==> src/rtl/conv1_pkg.sv <==
// conv1_pkg: shared constants, default filter set and popcount helper for conv_layer1
package conv1_pkg;
   localparam int IMG_W  = 28;
   localparam int IMG_H  = 28;
   localparam int K      = 3;
   localparam int N_FILT = 8;
   localparam int THRESH = 5;
   // {W8,...,W1}; filter k occupies bits [9k-1:9k-9]
   localparam logic [9*N_FILT-1:0] WEIGHTS =
      {9'h054, 9'h111, 9'h092, 9'h038, 9'h155, 9'h0AA, 9'h000, 9'h1FF};
   function automatic logic [3:0] popcount9(input logic [K*K-1:0] v);
      logic [3:0] n;
      n = 4'd0;
      for (int i = 0; i < K*K; i++) n = n + {3'd0, v[i]};
      return n;
   endfunction
endpackage

==> src/rtl/conv1_window.sv <==
// conv1_window: two line buffers plus a 3x3 sliding window over a raster pixel stream
//  clk          rising-edge clock
//  r_i, c_i     row/column of the pixel being sampled this cycle
//  pix_i        pixel being sampled this cycle
//  win_o        9-bit window, bit 3a+b = pixel(r-2+a, c-2+b)
//  win_valid_o  window lies fully inside the current frame rows/columns (r>=2, c>=2)
module conv1_window
   import conv1_pkg::*;
#(
   parameter int IMG_W = conv1_pkg::IMG_W,
   parameter int CW    = $clog2(IMG_W),
   parameter int RW    = 5
) (
   input  logic             clk,
   input  logic [RW-1:0]    r_i,
   input  logic [CW-1:0]    c_i,
   input  logic             pix_i,
   output logic [K*K-1:0]   win_o,
   output logic             win_valid_o
);
   // lb1_q holds row r-1 and lb2_q row r-2, both indexed by column
   logic [IMG_W-1:0] lb1_q, lb2_q;
   // columns stored as {bottom, middle, top}; cur is the column completed by this sample
   logic [2:0] cur, col1_q, col0_q;
   assign cur = {pix_i, lb1_q[c_i], lb2_q[c_i]};
   always_ff @(posedge clk) begin
      lb1_q[c_i] <= pix_i;
      lb2_q[c_i] <= lb1_q[c_i];
      col1_q     <= cur;
      col0_q     <= col1_q;
   end
   assign win_o = {cur[2], col1_q[2], col0_q[2],
                   cur[1], col1_q[1], col0_q[1],
                   cur[0], col1_q[0], col0_q[0]};
   // stale columns from the previous row only appear while c<2, which is never valid
   assign win_valid_o = (r_i >= RW'(2)) && (c_i >= CW'(2));
endmodule

==> src/rtl/conv_layer1.sv <==
// conv_layer1: binarized 3x3 conv layer, 8 XNOR-popcount filters over a 1-bit raster stream
//  clk                    rising-edge clock
//  rst_n                  synchronous reset, active high (name inherited)
//  pixel_in               one pixel per clock, raster order
//  conv1_out_1..8         filter results, held while valid_out_conv1 is low
//  valid_out_conv1        one-cycle pulse per 26x26 output position
//  frame_done             present only with CONV1_FRAME_DONE_EN; pulses with the last valid of a frame
module conv_layer1
   import conv1_pkg::*;
#(
   parameter int                    IMG_W   = conv1_pkg::IMG_W,
   parameter int                    IMG_H   = conv1_pkg::IMG_H,
   parameter int                    THRESH  = conv1_pkg::THRESH,
   parameter logic [9*N_FILT-1:0]   WEIGHTS = conv1_pkg::WEIGHTS
) (
   input  logic clk,
   input  logic rst_n,
   input  logic pixel_in,
   output logic conv1_out_1,
   output logic conv1_out_2,
   output logic conv1_out_3,
   output logic conv1_out_4,
   output logic conv1_out_5,
   output logic conv1_out_6,
   output logic conv1_out_7,
   output logic conv1_out_8,
   output logic valid_out_conv1
`ifdef CONV1_FRAME_DONE_EN
   ,
   output logic frame_done
`endif
);
   localparam int CW = $clog2(IMG_W);
   localparam int RW = $clog2(IMG_H);
   localparam logic [3:0] TH = 4'(THRESH);
   logic [CW-1:0]     c_q, c_d;
   logic [RW-1:0]     r_q, r_d;
   logic              last_col, last_row;
   logic [K*K-1:0]    win;
   logic              win_valid;
   logic [N_FILT-1:0] hit, out_q;
   logic              valid_q;
   assign last_col = c_q == CW'(IMG_W-1);
   assign last_row = r_q == RW'(IMG_H-1);
   always_comb begin
      c_d = last_col ? '0 : c_q + 1'b1;
      r_d = !last_col ? r_q : last_row ? '0 : r_q + 1'b1;
   end
   conv1_window #(.IMG_W(IMG_W), .CW(CW), .RW(RW)) u_win (
      .clk         (clk),
      .r_i         (r_q),
      .c_i         (c_q),
      .pix_i       (pixel_in),
      .win_o       (win),
      .win_valid_o (win_valid)
   );
   always_comb begin
      hit = '0;
      for (int k = 0; k < N_FILT; k++) hit[k] = popcount9(~(WEIGHTS[9*k +: 9] ^ win)) >= TH;
   end
   always_ff @(posedge clk) begin
      if (rst_n) begin
         c_q     <= '0;
         r_q     <= '0;
         valid_q <= 1'b0;
         out_q   <= '0;
      end else begin
         c_q     <= c_d;
         r_q     <= r_d;
         valid_q <= win_valid;
         if (win_valid) out_q <= hit;
      end
   end
   assign {conv1_out_8, conv1_out_7, conv1_out_6, conv1_out_5,
           conv1_out_4, conv1_out_3, conv1_out_2, conv1_out_1} = out_q;
   assign valid_out_conv1 = valid_q;
`ifdef CONV1_FRAME_DONE_EN
   logic fd_q;
   always_ff @(posedge clk) fd_q <= rst_n ? 1'b0 : (last_row && last_col);
   assign frame_done = fd_q;
`endif
endmodule

==> config.mk <==
export PLATFORM = sky130hd
export DESIGN_NAME = conv_layer1
export DESIGN_NICKNAME = d
export VERILOG_FILES = /design/src/rtl/conv1_pkg.sv /design/src/rtl/conv1_window.sv /design/src/rtl/conv_layer1.sv
export SDC_FILE = /design/constraint.sdc
export NUM_CORES = 1
export LEC_CHECK = 0
export BUFFER_PORTS_ARGS = -buffer_cell sky130_fd_sc_hd__clkbuf_2
export CAP_MARGIN = 20
export CORE_ASPECT_RATIO = 1.75
export CORE_MARGIN = 4
export CORE_UTILIZATION = 63
export DETAILED_ROUTE_END_ITERATION = 6
export PLACE_DENSITY_LB_ADDON = 0.1
export SYNTH_ARGS = -nofsm -noshare
export SYNTH_HDL_FRONTEND = slang
export SYNTH_SLANG_ARGS = --single-unit
==> constraint.sdc <==
create_clock -name clk -period 5.4 [get_ports clk]
set_input_delay 0.27 -clock clk [delete_from_list [all_inputs] [get_ports clk]]
set_output_delay 0.27 -clock clk [all_outputs]
set_load 0.02 [all_outputs]
==> impl_metrics.csv <==
group,metric,value,unit
run_status,outcome,"finished, final reports clean",
critical_path,rr_worst_depth,16,
flow_run,max_cap_viol_count,0,
power,ir_drop,0.3834,mV
placed_design,port_buffers,11,
placed_design,dp_cells,457,
power,power_switching,0.8490,mW
synth,yosys.area_share.simple,0.1246,
clocking,clk_path_buf_depth,2,
cells_and_area,syn_to_final_growth,9.534,%
sta,post-route-period-util,0.8336,
placed_design,dpl-instance-area,4771,sq um
clocking,cts_sinks,81,
cells_and_area,multi_input_area,2205,sq um
critical_path,crit_fanout,18,
routing,dr.pass1.iters,4,
routing,drt_iter0_drc,179,
cells_and_area,area.sequential,2182,sq um
clocking,root_buffer,"clkbuf_16",
power,combPwrFrac,0.447,
power,p_sw_frac,0.3579,
cells_and_area,fin_cells,473,
die,row_count,41,
placed_design,globalplace.congestion,0.8336,
synth,ys_warn_count,0,
cells_and_area,nNetsFinal,442,
power,clock_power_share,0.251,
global_route,grtUsageTotal,0.2438,
placed_design,dpl.hpwl,7079,um
clocking,post_cts_buffers,0,
clocking,insertion_delay,340,ps
clocking,cts_tree,"yes",
clocking,hold_buffers,0,
sta,rsz0062_at_grt,"no",
synth,yosysSeqAreaShare,0.4724,
die,die_h,121.3,um
critical_path,worstSetupPathType,"flip-flop to flip-flop",
sta,fin_skew,6.746,ps
synth,synth_nets,425,
synth,async_flop_share,0,
critical_path,cp.arrival,4750,ps
routing,routedWlPerCell,19.86,um
power,p_leak,1.990,nW
clocking,cts-buffers-inserted,9,
synth,ys.flop_type,"edfxtp_1",
sta,fin_setup_tns,0,ps
routing,viasPerCell,5.765,
global_route,grt_pass1_wl,15300,um
cells_and_area,diodes,0,
power,pwr_density_cell,468.8,nW/um^2
synth,synth_edf_count,56,
die,dieArea,8820,sq um
cells_and_area,stdcell_area,5060,sq um
routing,wl,9396,um
cells_and_area,drive_gt1_frac,0.1189,
critical_path,required,5650,ps
sta,fin_crit,4502,ps
min_path,min_path_cells,1,
die,ioPinCount,12,
clocking,cts_resized,0,
sta,slew_viol_final,0,
global_route,grt_max_degree,26,
global_route,first_global_vias,2924,
die,core-area,7182,sq um
synth,synth_cell_types,43,
synth,netlist_area,4619,sq um
sta,hold_violations,0,
synth,synth_compound_area_frac,0.05038,
power,p_total,2.372,mW
clocking,htreeDepth,3,
die,chipWidth,72.73,um
critical_path,startpoint_type,"flip-flop",
synth,synthMuxAreaShare,0.07259,
global_route,overflow,0,
synth,synthCells,365,
synth,synth.avg_cell_area,12.66,sq um
sta,max_freq,222.1,MHz
synth,synthXorXnorAreaFrac,0.01517,
clocking,clkTransAtPathRegs,60,ps
die,initial_core_util,0.6432,
power,p_int,1.523,mW
sta,tightest_slew,842.3,ps
routing,drc,0,
sta,slew_headroom,0.4333,
critical_path,critPathCaptureType,"flip-flop",
routing,num_vias,2727,
cells_and_area,fill_cells,533,
synth,synth_top_family_by_area,"adder cells",
power,pwr-share-seq,0.302,
global_route,antenna_found_initial,0,
routing,ant_nets,0,
min_path,worstHoldPathType,"input pin to flip-flop",
synth,synth_fa_ha_area_frac,0.2145,
synth,ys_seq_elements,81,
sta,setup_viol,0,
## power groups by stage
stage                     sequential (mW)  combinational [mW]  clock [mW]
after floorplan                     0.723               0.822           0
after global placement              0.729               0.995           0
after detailed placement            0.730                1.05           0
after CTS                           0.717                1.07       0.597
after global routing                0.719                1.25       0.629
final                               0.716                1.06       0.595
## Yosys cell counts, types with 3 or more instances
library cell / instances / area (sq um)
mux4_2: 8 / 180.2
nor3_1: 8 / 40.04
a21oi_1: 3 / 15.01
and2_1: 15 / 93.84
clkbuf_1: 7 / 26.28
dfxtp_1: 25 / 500.5
a311oi_1: 8 / 70.07
and3_1: 6 / 37.54
xnor2_1: 7 / 61.31
o21ai_0: 3 / 15.01
nor2_1: 28 / 105.1
buf_2: 3 / 15.01
ha_1: 20 / 250.2
nor2b_1: 8 / 50.05
nand2_1: 23 / 86.33
nand2b_1: 11 / 68.82
mux2i_1: 8 / 80.08
nand3_1: 3 / 15.01
inv_1: 45 / 168.9
mux2_2: 3 / 33.78
edfxtp_1: 56 / 1682
fa_1: 37 / 740.7
a221o_1: 5 / 50.05
## per-stage QoR
stage | util | setup WS (ps) | hold WS [ps]
after floorplan | - | 424.0 | 297.7
after global placement | 0.6643 | 1022 | 467.3
after detailed placement | 0.6643 | 892.9 | 482.9
after CTS | 0.7045 | 886.2 | 189.0
after global routing | 0.7045 | 566.1 | 209.2
final | 0.7045 | 898.5 | 203.4
## cells by family (layout without fill, tap and decap cells)
kind of cell,count (synthesis),after routing
xor gates and xnor gates,8,8
AOI/OAI and AO/OA,29,29
and+or+nand+nor,112,112
muxes,21,21
DFF,81,81
buffers and inverters,57,79
adders and majority gates,57,57
## per-layer routing
layer | up-vias | wire length, um | track usage
met1 | 1379 | 3393 | 0.2590
met3 | 16 | 221 | 0.04312
met5 | - | 0 | 0
met4 | 0 | 233 | 0.1028
met2 | 40 | 5547 | 0.4559
li1 | 1292 | - | -
## worst paths after layout
path,start,endpoint,slack [ps]
worst max register to register,c_q[1],out_q[7],900
worst min-delay path,pixel_in,u_win.col1_q[2],200
worst min register to register,u_win.col1_q[0],u_win.col0_q[0],480
worst max-delay path,c_q[1],out_q[7],900
## registers in the layout, summed over array words and instances, names as in the netlist
| name | flops |
|---|---|
| c_q | 5 |
| u_win.col0_q | 3 |
| u_win.col1_q | 3 |
| valid_out_conv1 | 1 |
| u_win.lb2_q | 28 |
| u_win.lb1_q | 28 |
| r_q | 5 |
| out_q | 8 |
## cell usage in the layout (no fill, tap or decap), types with 2 or more instances in the layout
cell       netlist  final
edfxtp_1        56     56
inv_1           45     45
fa_1            37     37
nor2_1          28     28
dfxtp_1         25     25
nand2_1         23     23
ha_1            20     20
and2_1          15     15
nand2b_1        11     11
clkbuf_2         0     11
clkbuf_16        0      9
nor2b_1          8      8
mux2i_1          8      8
mux4_2           8      8
nor3_1           8      8
a311oi_1         8      8
xnor2_1          7      7
buf_4            0      7
and3_1           6      6
a221o_1          5      5
nand3_1          3      3
a21oi_1          3      3
mux2_2           3      3
o21ai_0          3      3
o22ai_1          2      2
nand4_1          2      2
a221oi_1         2      2
nor3b_1          2      2
clkinv_2         0      2
## final cells by class
class	count	area share
inverter	45	0.03338
multi-input combinational	227	0.4357
clock inverter	6	0.01187
clock buffer	10	0.04525
sequential	81	0.4313
tap	86	0.02127
timing repair buffer	18	0.02127
## critical path, stage by stage, from the launching register on
cell and delay [ps]:
dfxtp_1 530, buf_4 300, mux2i_1 210, o22ai_1 120
a32oi_1 240, nand4_1 140, buf_4 230, fa_1 530
fa_1 570, inv_1 60, fa_1 390, inv_1 90
fa_1 400, nand2b_1 120, a221o_1 160, nand2_1 60
a311oi_1 230
Note: power is estimated with default switching activity, not from simulation.
